`config.mk`:
```
export PLATFORM = sky130hd
export DESIGN_NAME = axis_to_gpio_fifo_sync
export DESIGN_NICKNAME = d
export VERILOG_FILES = /design/src/rtl/axis_to_gpio_fifo_sync.sv
export SDC_FILE = /design/constraint.sdc
export NUM_CORES = 1
export LEC_CHECK = 0
export ABC_AREA = 1
export CORE_MARGIN = 10
export CORE_UTILIZATION = 35
export DETAILED_ROUTE_END_ITERATION = 10
export HOLD_SLACK_MARGIN = 0.05
export PLACE_DENSITY = 0.56
export SLEW_MARGIN = 20
export SYNTH_ARGS = -nofsm -noshare
export SYNTH_HDL_FRONTEND = slang
export SYNTH_SLANG_ARGS = --single-unit
```
`constraint.sdc`:
```
create_clock -name clk -period 4.8 [get_ports clk]
set_input_delay 1.44 -clock clk [delete_from_list [all_inputs] [get_ports clk]]
set_output_delay 1.44 -clock clk [all_outputs]
set_load 0.005 [all_outputs]
```
`src/rtl/axis_to_gpio_fifo_sync.sv`:
```
// rtl/axis_to_gpio_fifo_sync.sv - AXI-Stream slave into a FWFT FIFO presented as GPIO read levels
module axis_to_gpio_fifo_sync #(
    parameter int DATA_WIDTH = 32,
    parameter int DEPTH      = 32,
    localparam int AW        = $clog2(DEPTH)
) (
    input  logic                  clk,
    input  logic                  rst,
    input  logic [DATA_WIDTH-1:0] s_axis_tdata,
    input  logic                  s_axis_tlast,
    input  logic                  s_axis_tvalid,
    output logic                  s_axis_tready,
    input  logic                  ren,
    output logic [DATA_WIDTH-1:0] rdata,
    output logic                  rlast,
    output logic                  rvalid,
    output logic [AW:0]           level,
    output logic                  underflow
);

    logic [DATA_WIDTH:0] mem [DEPTH];
    logic [AW-1:0]       wptr;
    logic [AW-1:0]       rptr;
    logic [AW:0]         count;
    logic                ren_q;
    logic                full;
    logic                empty;
    logic                push;
    logic                pop_req;
    logic                pop;

    assign full          = (count == (AW+1)'(DEPTH));
    assign empty         = (count == '0);
    assign s_axis_tready = ~full & ~rst;
    assign push          = s_axis_tvalid & s_axis_tready;
    assign pop_req       = ren & ~ren_q;
    assign pop           = pop_req & ~empty;

    // Head entry is read combinationally; masked to zero so stale memory never shows.
    assign rdata  = empty ? '0 : mem[rptr][DATA_WIDTH-1:0];
    assign rlast  = empty ? 1'b0 : mem[rptr][DATA_WIDTH];
    assign rvalid = ~empty;
    assign level  = count;

    always_ff @(posedge clk) begin
        if (push) begin
            mem[wptr] <= {s_axis_tlast, s_axis_tdata};
        end
    end

    // ren_q resets high so a ren level held through reset release is not an edge.
    always_ff @(posedge clk or posedge rst) begin
        if (rst) begin
            wptr      <= '0;
            rptr      <= '0;
            count     <= '0;
            ren_q     <= 1'b1;
            underflow <= 1'b0;
        end else begin
            ren_q <= ren;
            if (push) begin
                wptr <= wptr + AW'(1);
            end
            if (pop) begin
                rptr <= rptr + AW'(1);
            end
            if (pop_req && empty) begin
                underflow <= 1'b1;
            end
            if (push && !pop) begin
                count <= count + (AW+1)'(1);
            end else if (pop && !push) begin
                count <= count - (AW+1)'(1);
            end
        end
    end

endmodule

```
# == After elaboration in Yosys (flattened, before gate mapping) ==
# Memory sizes are Yosys's and may differ from the RTL's.
# Index checks and enable logic that the tools add are counted.
# op_classes
addsub,4
eq_ne,1
muxes,6
bitwise_logic,8
reduce_logical,7
# ops
operator,count
$mux W32,1
$mux W6,2
$add A5 B1 Y5 const B,2
$add A6 B1 Y6 const B,1
$eq A6 B6 Y1 const B,1
$logic_not A6 Y1,1
$sub A6 B1 Y6 const B,1
$and A1 B1 Y1,4
$not A1 Y1,4
$logic_and A1 B1 Y1,3
$mux W1,3
$logic_not A1 Y1,2
$reduce_bool A2 Y1,1
# word_totals
reg_bits,18
ramBits,1056
input_bits,37
output_inout_bits,42
elab_cells,32
memories,1
# mem_list
name,words,width,read_ports,rd_ports_with_merged_regs,wr,line_no,source
mem,32,33,1,0,1,21,logic [DATA_WIDTH:0] mem [DEPTH];

# == Longest topological paths before layout ==
# Gate-level depths: netlist of run 1.
# logic_depth
word_depth,8
mapped_depth,17

# == Worst setup path before layout of run 1 ==
# No wires, ideal clock.
# synth_path
path_type,input -> register
from,input rst
to,memory mem[31][0] (netlist name) (enable)
t_arrival_ps,4464
required_time_ps,4336
setup_slack_ps,-128
cell_stages,3
n_path_buf,0
path_cell_list,inv_1 > nand3_1 > nor3_1
# synth_via
elab_chain_cells,5
# synth_rtl
item,line_no,source
start: declaration,8,"input logic rst,"
$not A1 Y1,34,assign s_axis_tready = ~full & ~rst;
$and A1 B1 Y1,34,
$and A1 B1 Y1,35,assign push = s_axis_tvalid & s_axis_tready;
$mux W1,46,if (push) begin
$mux W1 (not written as such),47,"mem[wptr] <= {s_axis_tlast, s_axis_tdata};"
end: declaration,21,
# Every way passes these cells.

# == Worst setup path after layout of run 1 ==
# layout_path
from,register rptr[2]
to,output rdata[10]
# layout_via
elab_chain_cells,2
# layout_rtl
item,line_no,source
start: declaration,23,logic [AW-1:0] rptr;
start signal: assignment,65,rptr <= rptr + AW'(1);
$mem_v2 Z32 W33,n/a,
$mux W32,40,assign rdata = empty ? '0 : mem[rptr][DATA_WIDTH-1:0];
end: declaration,14,"output logic [DATA_WIDTH-1:0] rdata,"
# Every way passes these cells.

==> metrics.txt, run 1 <==
# TYPE chip_impl_metric gauge
chip_impl_metric{name="io-pin-count",unit=""} 79
chip_impl_metric{name="first_pass_iters",unit=""} 6
chip_impl_info{name="min_path_type",value="reg -> reg"} 1
chip_impl_metric{name="drt_drc_violations_left",unit=""} 0
chip_impl_metric{name="synth_cell_type_count",unit=""} 29
chip_impl_metric{name="route.detailed.vias_per_inst",unit=""} 5.003
chip_impl_metric{name="start_util",unit=""} 0.3519
chip_impl_metric{name="cts_sinks",unit=""} 1074
chip_impl_metric{name="power.density",unit="mW/mm²"} 573.2
chip_impl_metric{name="antenna_left",unit=""} 0
chip_impl_metric{name="timing.clock.skew",unit="ns"} 0.03647
chip_impl_metric{name="vdd.ir_drop.worst",unit="µV"} 605.2
chip_impl_metric{name="postLayoutCoreUtil",unit=""} 0.4075
chip_impl_info{name="rr_endpoint",value="level[4]"} 1
chip_impl_metric{name="areaGrowthSynthToFinish",unit="%"} 15.80
chip_impl_metric{name="avgRoutedWirePerCell",unit="µm"} 22.44
chip_impl_metric{name="yosys_warnings",unit=""} 0
chip_impl_info{name="tritoncts",value="built"} 1
chip_impl_metric{name="fin_nets",unit=""} 4246
chip_impl_metric{name="timing.final.crit_period",unit="ns"} 4.675
chip_impl_info{name="worstSetupPathType",value="reg -> out"} 1
chip_impl_metric{name="cap_violations",unit=""} 0
chip_impl_metric{name="timing.max_slew.rel_slack",unit=""} 0.2447
chip_impl_metric{name="mappedNetlistArea",unit="mm²"} 0.04488
chip_impl_metric{name="setup_viol",unit=""} 0
chip_impl_metric{name="synth_seq_area_share",unit=""} 0.7167
chip_impl_metric{name="r2r_setup_slack",unit="ns"} 1.81
chip_impl_metric{name="report.final.hold_viol_count",unit=""} 0
chip_impl_metric{name="detail_route.iter0.violations",unit=""} 2727
chip_impl_metric{name="port_buffer_cells",unit=""} 78
chip_impl_metric{name="num-fill-cells",unit=""} 12000
chip_impl_metric{name="total_length_of_routed_wires",unit="µm"} 133400
chip_impl_metric{name="tritoncts.num_buffers",unit=""} 108
chip_impl_metric{name="initial_antenna_violation_count",unit=""} 9
chip_impl_metric{name="critPathArrivalTime",unit="ns"} 3.24
chip_impl_metric{name="static-leakage-power",unit="nW"} 20.02
chip_impl_metric{name="first_global_vias",unit=""} 28400
chip_impl_metric{name="globalRouteOverflowTotal",unit=""} 0
chip_impl_info{name="rr_startpoint",value="level[0]"} 1
chip_impl_info{name="cts_root_buffer",value="clkbuf_16"} 1
chip_impl_metric{name="timing.setup.tns",unit="ns"} 0
chip_impl_metric{name="seq_area",unit="mm²"} 0.03217
chip_impl_metric{name="std_cell_rows",unit=""} 131
chip_impl_metric{name="synthesis.instances",unit=""} 4093
chip_impl_metric{name="synth_fp_nets",unit=""} 4142
chip_impl_info{name="critical_path.endpoint_type",value="output port"} 1
chip_impl_metric{name="fmax",unit="GHz"} 0.2139
chip_impl_metric{name="multi_input_comb_area",unit="mm²"} 0.01056
chip_impl_metric{name="cp_max_fo",unit=""} 16
chip_impl_metric{name="cts.htree.levels",unit=""} 3
chip_impl_metric{name="die_h",unit="µm"} 378.1
chip_impl_metric{name="fp.coreArea",unit="mm²"} 0.1275
chip_impl_metric{name="via_count",unit=""} 29750
chip_impl_metric{name="reg2regPathDepth",unit=""} 15
chip_impl_metric{name="synth_seq_cells",unit=""} 1074
chip_impl_metric{name="cp.required",unit="ns"} 3.36
chip_impl_metric{name="hold_depth",unit=""} 1
chip_impl_info{name="status",value="finished, final reports clean"} 1
chip_impl_metric{name="timing.final.crit_share",unit=""} 0.9740
chip_impl_metric{name="grt_use_total",unit=""} 0.1815
chip_impl_metric{name="fin_area",unit="mm²"} 0.05196
chip_impl_metric{name="syn_avg_cell_area",unit="µm²"} 10.96
chip_impl_metric{name="grt_pass1_wl",unit="µm"} 194000
chip_impl_metric{name="grt_max_degree",unit=""} 121
chip_impl_info{name="rsz0062_at_grt",value="yes"} 1
chip_impl_metric{name="cts.reportedPaths.clkPinSlew",unit="ns"} 0.06
chip_impl_metric{name="place.detailed.hpwl",unit="µm"} 69990
chip_impl_info{name="timing.hold.worst.start",value="underflow"} 1
chip_impl_metric{name="post_route_cells_drive_above_1_share",unit=""} 0.08361
chip_impl_metric{name="final_max_slew_viol_count",unit=""} 0
chip_impl_metric{name="later_pin_clock_latency_in_the_skew_report",unit="ns"} 0.71
chip_impl_metric{name="dpl-instance-area",unit="mm²"} 0.04833
chip_impl_info{name="startpoint_type",value="register"} 1
chip_impl_info{name="min_delay_worst_endpoint",value="underflow"} 1
chip_impl_metric{name="timing_worst_slew_pin_value",unit="ns"} 1.129
chip_impl_metric{name="dieWidth",unit="µm"} 378.1
chip_impl_metric{name="gp_congestion",unit=""} 0.7681
chip_impl_metric{name="worst_case_clock_buffer_depth",unit=""} 3
chip_impl_metric{name="die_area",unit="mm²"} 0.1429
==> stage by stage <==
step / power [mW] / hold slack, ns / setup slack, ns / instances
final: 29.79 / 0.4776 / 0.1247 / 5946
after global routing: 31.38 / 0.5305 / -0.02038 / 5945
after CTS: 29.72 / 0.4828 / -0.05549 / 5936
after detailed placement: 21.49 / 0.4675 / 0.5494 / 5738
after global placement: 21.45 / 0.4581 / 0.5096 / 5738
after floorplan: 17.20 / 0.4663 / 0.4657 / 4093
==> flip-flops by register name, summed over array words and instances, names as in the netlist <==
| signal | cells |
|---|---|
| rptr | 5 |
| underflow | 1 |
| mem | 1056 |
| ren_q | 1 |
| wptr | 5 |
| level | 6 |
==> cells in the mapped netlist, drive strengths merged <==
library cell | instances | area, µm²
fa | 1 | 20.02
o21ai | 172 | 860.8
xor2 | 7 | 61.31
dfrtp | 17 | 425.4
ha | 11 | 137.6
a31oi | 1 | 6.260
nor3 | 1 | 5.000
nand3 | 542 | 2713
dfstp | 1 | 26.28
nand4 | 1 | 6.260
a31o | 1 | 8.760
mux2 | 1 | 11.26
a21oi | 37 | 185.2
xnor2 | 2 | 17.52
clkbuf | 68 | 255.2
inv | 360 | 1351
o31ai | 1 | 7.510
o21a | 1 | 7.510
nor2 | 344 | 1291
edfxtp | 1056 | 31710
clkinv | 2 | 7.510
or2 | 2 | 12.51
buf | 155 | 834.6
nand2 | 1309 | 4913
==> logic make-up after synthesis <==
kind of cell / count (synthesis) / share of synthesized area
and+or+nand+nor: 2199 / 0.1992
DFF: 1074 / 0.7167
buffers and inverters: 585 / 0.05456
AOI/OAI and AO/OA: 213 / 0.02398
adders and majority gates: 12 / 0.003513
xor gates and xnor gates: 9 / 0.001757
muxes: 1 / 0.0002509
==> worst max-delay path: stages (launching register included) <==
cell and delay (ns):
dfrtp_4 0.50, nand2_1 0.11, clkinv_2 0.42, buf_4 0.40, nand3_1 0.11, nand2_1 0.05, nor2_1 0.21, nand2_1 0.13
nand2_1 0.07, nor2_1 0.05, clkdlybuf4s50_1 0.48
==> cell type report <==
| type | instances | area share |
|---|---|---|
| Antenna cell | 2 | 0.00009631 |
| Inverter | 362 | 0.02699 |
| Tap cell | 1662 | 0.04002 |
| Clock buffer | 145 | 0.05550 |
| Clock inverter | 50 | 0.007416 |
| Multi-Input combinational cell | 2434 | 0.2033 |
| Timing Repair Buffer | 217 | 0.04755 |
| Sequential cell | 1074 | 0.6192 |
==> cell usage in the layout, fill, tap and decap left out, types with 23 or more instances in the layout <==
master / netlist / final
nand3_1: 542 / 542
clkinv_1: 2 / 23
buf_4: 13 / 88
clkbuf_1: 68 / 35
nand2_1: 1309 / 1307
clkdlybuf4s50_1: 0 / 49
o21ai_0: 138 / 137
o21ai_1: 34 / 35
clkbuf_16: 0 / 115
edfxtp_1: 1056 / 1056
buf_12: 0 / 23
nor2_4: 0 / 34
inv_1: 359 / 354
nor2_1: 344 / 301
a21oi_1: 37 / 36
==> report_power, final <==
group / total, mW / internal, mW / switching, mW
Sequential: 10.8 / 10.6 / 0.184
Combinational: 11.0 / 3.59 / 7.36
Clock: 8.00 / 4.46 / 3.54
Total: 29.8 / 18.7 / 11.1
==> worst max path at each step <==
stage                     startpoint         to  slack, ns  cells past startpoint
after floorplan                  rst  mem[0][0]       0.47                      5
after global placement       rptr[0]  rdata[30]       0.51                     11
after detailed placement         ren   level[4]       0.55                     14
after CTS                    rptr[0]  rdata[31]      -0.06                      8
after global routing         rptr[0]  rdata[20]      -0.02                     12
final                        rptr[2]  rdata[10]       0.12                     10
==> layer usage <==
metal	up-vias	routed length, µm	global-route usage	share of wire
li1	13900	-	-	-
met1	14740	57740	0.2454	0.43
met2	906	63670	0.3020	0.48
met3	193	8810	0.02933	0.066
met4	10	3146	0.04826	0.024
met5	-	58	0	0.00043
==> timing repair <==
item,4_1_cts,5_1_grt
hold buffers,0,0
setup buffers,0,3
cloned,3,5
resized for setup,33,21
endpoints found under the setup margin,27,25
Power figures use the tool's default switching activity.
==> inputs of run 2 (changes only) <==
--- a/config.mk
+++ b/config.mk
@@ -10,7 +10,6 @@
 export CORE_UTILIZATION = 35
 export DETAILED_ROUTE_END_ITERATION = 10
 export HOLD_SLACK_MARGIN = 0.05
-export PLACE_DENSITY = 0.56
 export SLEW_MARGIN = 20
 export SYNTH_ARGS = -nofsm -noshare
 export SYNTH_HDL_FRONTEND = slang
==> run 2 against run 1 <==
  * First-iteration DRC count is 23% higher
  * Sequential cell count did not move
  * Cell count grew 0.18%
  * Sequential power about the same
  * Critical path depth decreased by 2
  * Design area increased by 0.35%
  * Combinational power is essentially flat
  * Die area unchanged
  * Fmax down 0.46%
  * Register-to-register slack got worse by 0.33 ns
  * Worst hold slack improved by 0.026 ns
  * Total power rose by 1.3%
==> metrics.txt, run 2 (synthesis results as in run 1) <==
# TYPE chip_impl_metric gauge
chip_impl_info{name="worstSetupPathType",value="reg -> out"} 1
chip_impl_metric{name="fmax",unit="GHz"} 0.2129
chip_impl_metric{name="power_share_of_the_sequential_group",unit=""} 0.360
chip_impl_info{name="worstPathCellList",value="nor2_1, nand2_1, inv_1, nand2_2, buf_4, nand2_1, nor2_1, clkdlybuf4s50_1"} 1
chip_impl_info{name="tritoncts",value="built"} 1
chip_impl_metric{name="final_max_slew_viol_count",unit=""} 0
chip_impl_metric{name="postLayoutCoreUtil",unit=""} 0.4089
chip_impl_info{name="rr_endpoint",value="level[4]"} 1
chip_impl_metric{name="avgRoutedWirePerCell",unit="µm"} 22.32
chip_impl_metric{name="critical_path_depth",unit=""} 8
chip_impl_info{name="cts_root_buffer",value="clkbuf_16"} 1
chip_impl_metric{name="critical-path-max-stage-delay",unit="ns"} 0.67
chip_impl_metric{name="clockPowerShare",unit=""} 0.276
chip_impl_metric{name="timing.final.ws_setup",unit="ns"} 0.1031
chip_impl_info{name="startpoint_type",value="register"} 1
chip_impl_metric{name="vdd.ir_drop.worst",unit="µV"} 492.0
chip_impl_metric{name="hold_depth",unit=""} 1
chip_impl_metric{name="io-pin-count",unit=""} 79
chip_impl_metric{name="timing.final.crit_period",unit="ns"} 4.697
chip_impl_metric{name="grt_max_degree",unit=""} 129
chip_impl_metric{name="p_comb_frac",unit=""} 0.364
chip_impl_metric{name="grt_use_total",unit=""} 0.1780
chip_impl_metric{name="globalRouteOverflowTotal",unit=""} 0
chip_impl_metric{name="antenna_left",unit=""} 0
chip_impl_metric{name="cts.reportedPaths.clkPinSlew",unit="ns"} 0.06
chip_impl_info{name="largest-register",value="mem"} 1
chip_impl_metric{name="route.detailed.vias_per_inst",unit=""} 5.101
chip_impl_metric{name="start_util",unit=""} 0.3519
chip_impl_metric{name="port_buffer_cells",unit=""} 78
chip_impl_metric{name="post-place-ws",unit="ns"} 0.5504
chip_impl_info{name="status",value="finished, final reports clean"} 1
chip_impl_metric{name="later_pin_clock_latency_in_the_skew_report",unit="ns"} 0.71
chip_impl_metric{name="dieWidth",unit="µm"} 378.1
chip_impl_metric{name="dpl.cell_count",unit=""} 5734
chip_impl_metric{name="std_cell_rows",unit=""} 131
chip_impl_metric{name="grt_pass1_wl",unit="µm"} 191300
chip_impl_metric{name="total_length_of_routed_wires",unit="µm"} 133000
chip_impl_info{name="rr_startpoint",value="level[0]"} 1
chip_impl_metric{name="worst_case_clock_buffer_depth",unit=""} 3
chip_impl_metric{name="reg2regPathDepth",unit=""} 16
chip_impl_metric{name="static-leakage-power",unit="nW"} 20.10
chip_impl_info{name="critical_path.endpoint_type",value="output port"} 1
chip_impl_metric{name="setup_viol",unit=""} 0
chip_impl_metric{name="power.density",unit="mW/mm²"} 578.6
chip_impl_metric{name="via_count",unit=""} 30390
chip_impl_metric{name="post_route_cells_drive_above_1_share",unit=""} 0.08712
chip_impl_metric{name="internal_power",unit="mW"} 19.02
chip_impl_info{name="startpoint",value="level[0]"} 1
chip_impl_metric{name="fin_nets",unit=""} 4252
chip_impl_info{name="layout_commonest_cell",value="nand2_1"} 1
chip_impl_info{name="cp_slowest_cell",value="nand2_2"} 1
chip_impl_info{name="timing.critical_path.max_delay_family",value="simple AND/OR/NAND/NOR gates"} 1
chip_impl_info{name="layout_common_cells",value="nand2_1 (1307), edfxtp_1 (1056), nand3_1 (542)"} 1
chip_impl_metric{name="final_cell_count_no_fill",unit=""} 5957
chip_impl_metric{name="place.detailed.hpwl",unit="µm"} 68820
chip_impl_metric{name="cp.required",unit="ns"} 3.36
chip_impl_metric{name="initial_antenna_violation_count",unit=""} 13
chip_impl_metric{name="crit_buf_inv",unit=""} 3
chip_impl_metric{name="cts.htree.levels",unit=""} 3
chip_impl_metric{name="r2r_setup_slack",unit="ns"} 1.48
chip_impl_metric{name="largest_register_ffs",unit=""} 1056
chip_impl_metric{name="cap_violations",unit=""} 0
chip_impl_metric{name="tritoncts.num_buffers",unit=""} 113
chip_impl_info{name="min_path_type",value="reg -> reg"} 1
chip_impl_metric{name="detail_route.iter0.violations",unit=""} 3364
chip_impl_metric{name="first_global_vias",unit=""} 28690
chip_impl_metric{name="areaGrowthSynthToFinish",unit="%"} 16.20
chip_impl_info{name="worst_setup_path_endpoint",value="rdata[31]"} 1
chip_impl_metric{name="gp_congestion",unit=""} 0.7674
chip_impl_metric{name="first_pass_iters",unit=""} 8
chip_impl_metric{name="report.final.hold_viol_count",unit=""} 0
chip_impl_metric{name="critPathArrivalTime",unit="ns"} 3.26
chip_impl_metric{name="cp_max_fo",unit=""} 16
chip_impl_metric{name="timing.final.crit_share",unit=""} 0.9785
chip_impl_metric{name="timing.clock.skew",unit="ns"} 0.02525
chip_impl_metric{name="fp.coreArea",unit="mm²"} 0.1275
chip_impl_metric{name="die_h",unit="µm"} 378.1
chip_impl_metric{name="power.share.switching",unit=""} 0.3697
chip_impl_metric{name="power.switching",unit="mW"} 11.15
chip_impl_metric{name="cts.hold.buffers_added",unit=""} 0
chip_impl_metric{name="timing.max_slew.rel_slack",unit=""} 0.2581
chip_impl_metric{name="die_area",unit="mm²"} 0.1429
chip_impl_metric{name="drt_drc_violations_left",unit=""} 0
chip_impl_metric{name="cts_sinks",unit=""} 1074
chip_impl_metric{name="timing_worst_slew_pin_value",unit="ns"} 1.109
run 2: changes by cell type in the layout (fill, tap and decap cells not counted), moves of 3 or more:
cell	before	now
buf_16	14	11
buf_2	18	23
clkbuf_1	35	26
clkbuf_16	115	122
clkinv_1	23	30
clkinv_2	16	20
dlygate4sd2_1	7	1
run 2: power groups by stage:
| stage | Sequential (mW) | Combinational, mW | Clock (mW) |
|---|---|---|---|
| 6_report | 10.9 | 11.0 | 8.32 |
| 5_1_grt | 10.9 | 12.1 | 8.83 |
| 4_1_cts | 10.9 | 10.6 | 8.44 |
| 3_5_place_dp | 11.0 | 10.4 | 0 |
| 3_3_place_gp | 11.0 | 10.3 | 0 |
| 2_1_floorplan | 10.9 | 6.26 | 0 |
run 2: final cells by class:
type | instances | area, µm²
diodes | 2 | 5.005
clock buffers | 141 | 2975
repair buffers | 217 | 2407
flip-flops and latches | 1074 | 32170
multi-input cells | 2434 | 10550
well taps | 1662 | 2079
clock inverters | 64 | 524.3
repair inverters | 1 | 11.26
fillers | 11920 | 75370
inverters | 362 | 1415
run 2: what timing repair did:
item | CTS | global route
cloned | 1 | 8
resized for setup | 19 | 24
pin swaps | 0 | 1
setup buffers | 0 | 7
setup endpoints to repair | 31 | 31
run 2: how the worst min path moves through the flow:
stage	start	end	slack [ns]
final	underflow	underflow	0.50
after detailed placement	underflow	underflow	0.48
after global placement	underflow	underflow	0.47
after CTS	underflow	underflow	0.50
after floorplan	underflow	underflow	0.47
after global routing	underflow	underflow	0.52
run 2: layer usage:
layer	wire, µm	GRT usage
met4	4314	0.05634
met5	63	0
met1	55120	0.2413
met3	10290	0.02512
met2	63190	0.2944
run 2: per-stage QoR:
stage	instance area, µm²	setup TNS [ns]	hold slack [ns]	total power, mW
3_5_place_dp	48290	0	0.4850	21.43
4_1_cts	51900	-0.4204	0.4967	29.87
2_1_floorplan	44880	0	0.4663	17.20
3_3_place_gp	48300	0	0.4728	21.39
6_report	52150	0	0.5032	30.17
5_1_grt	52140	-0.005997	0.5228	31.77
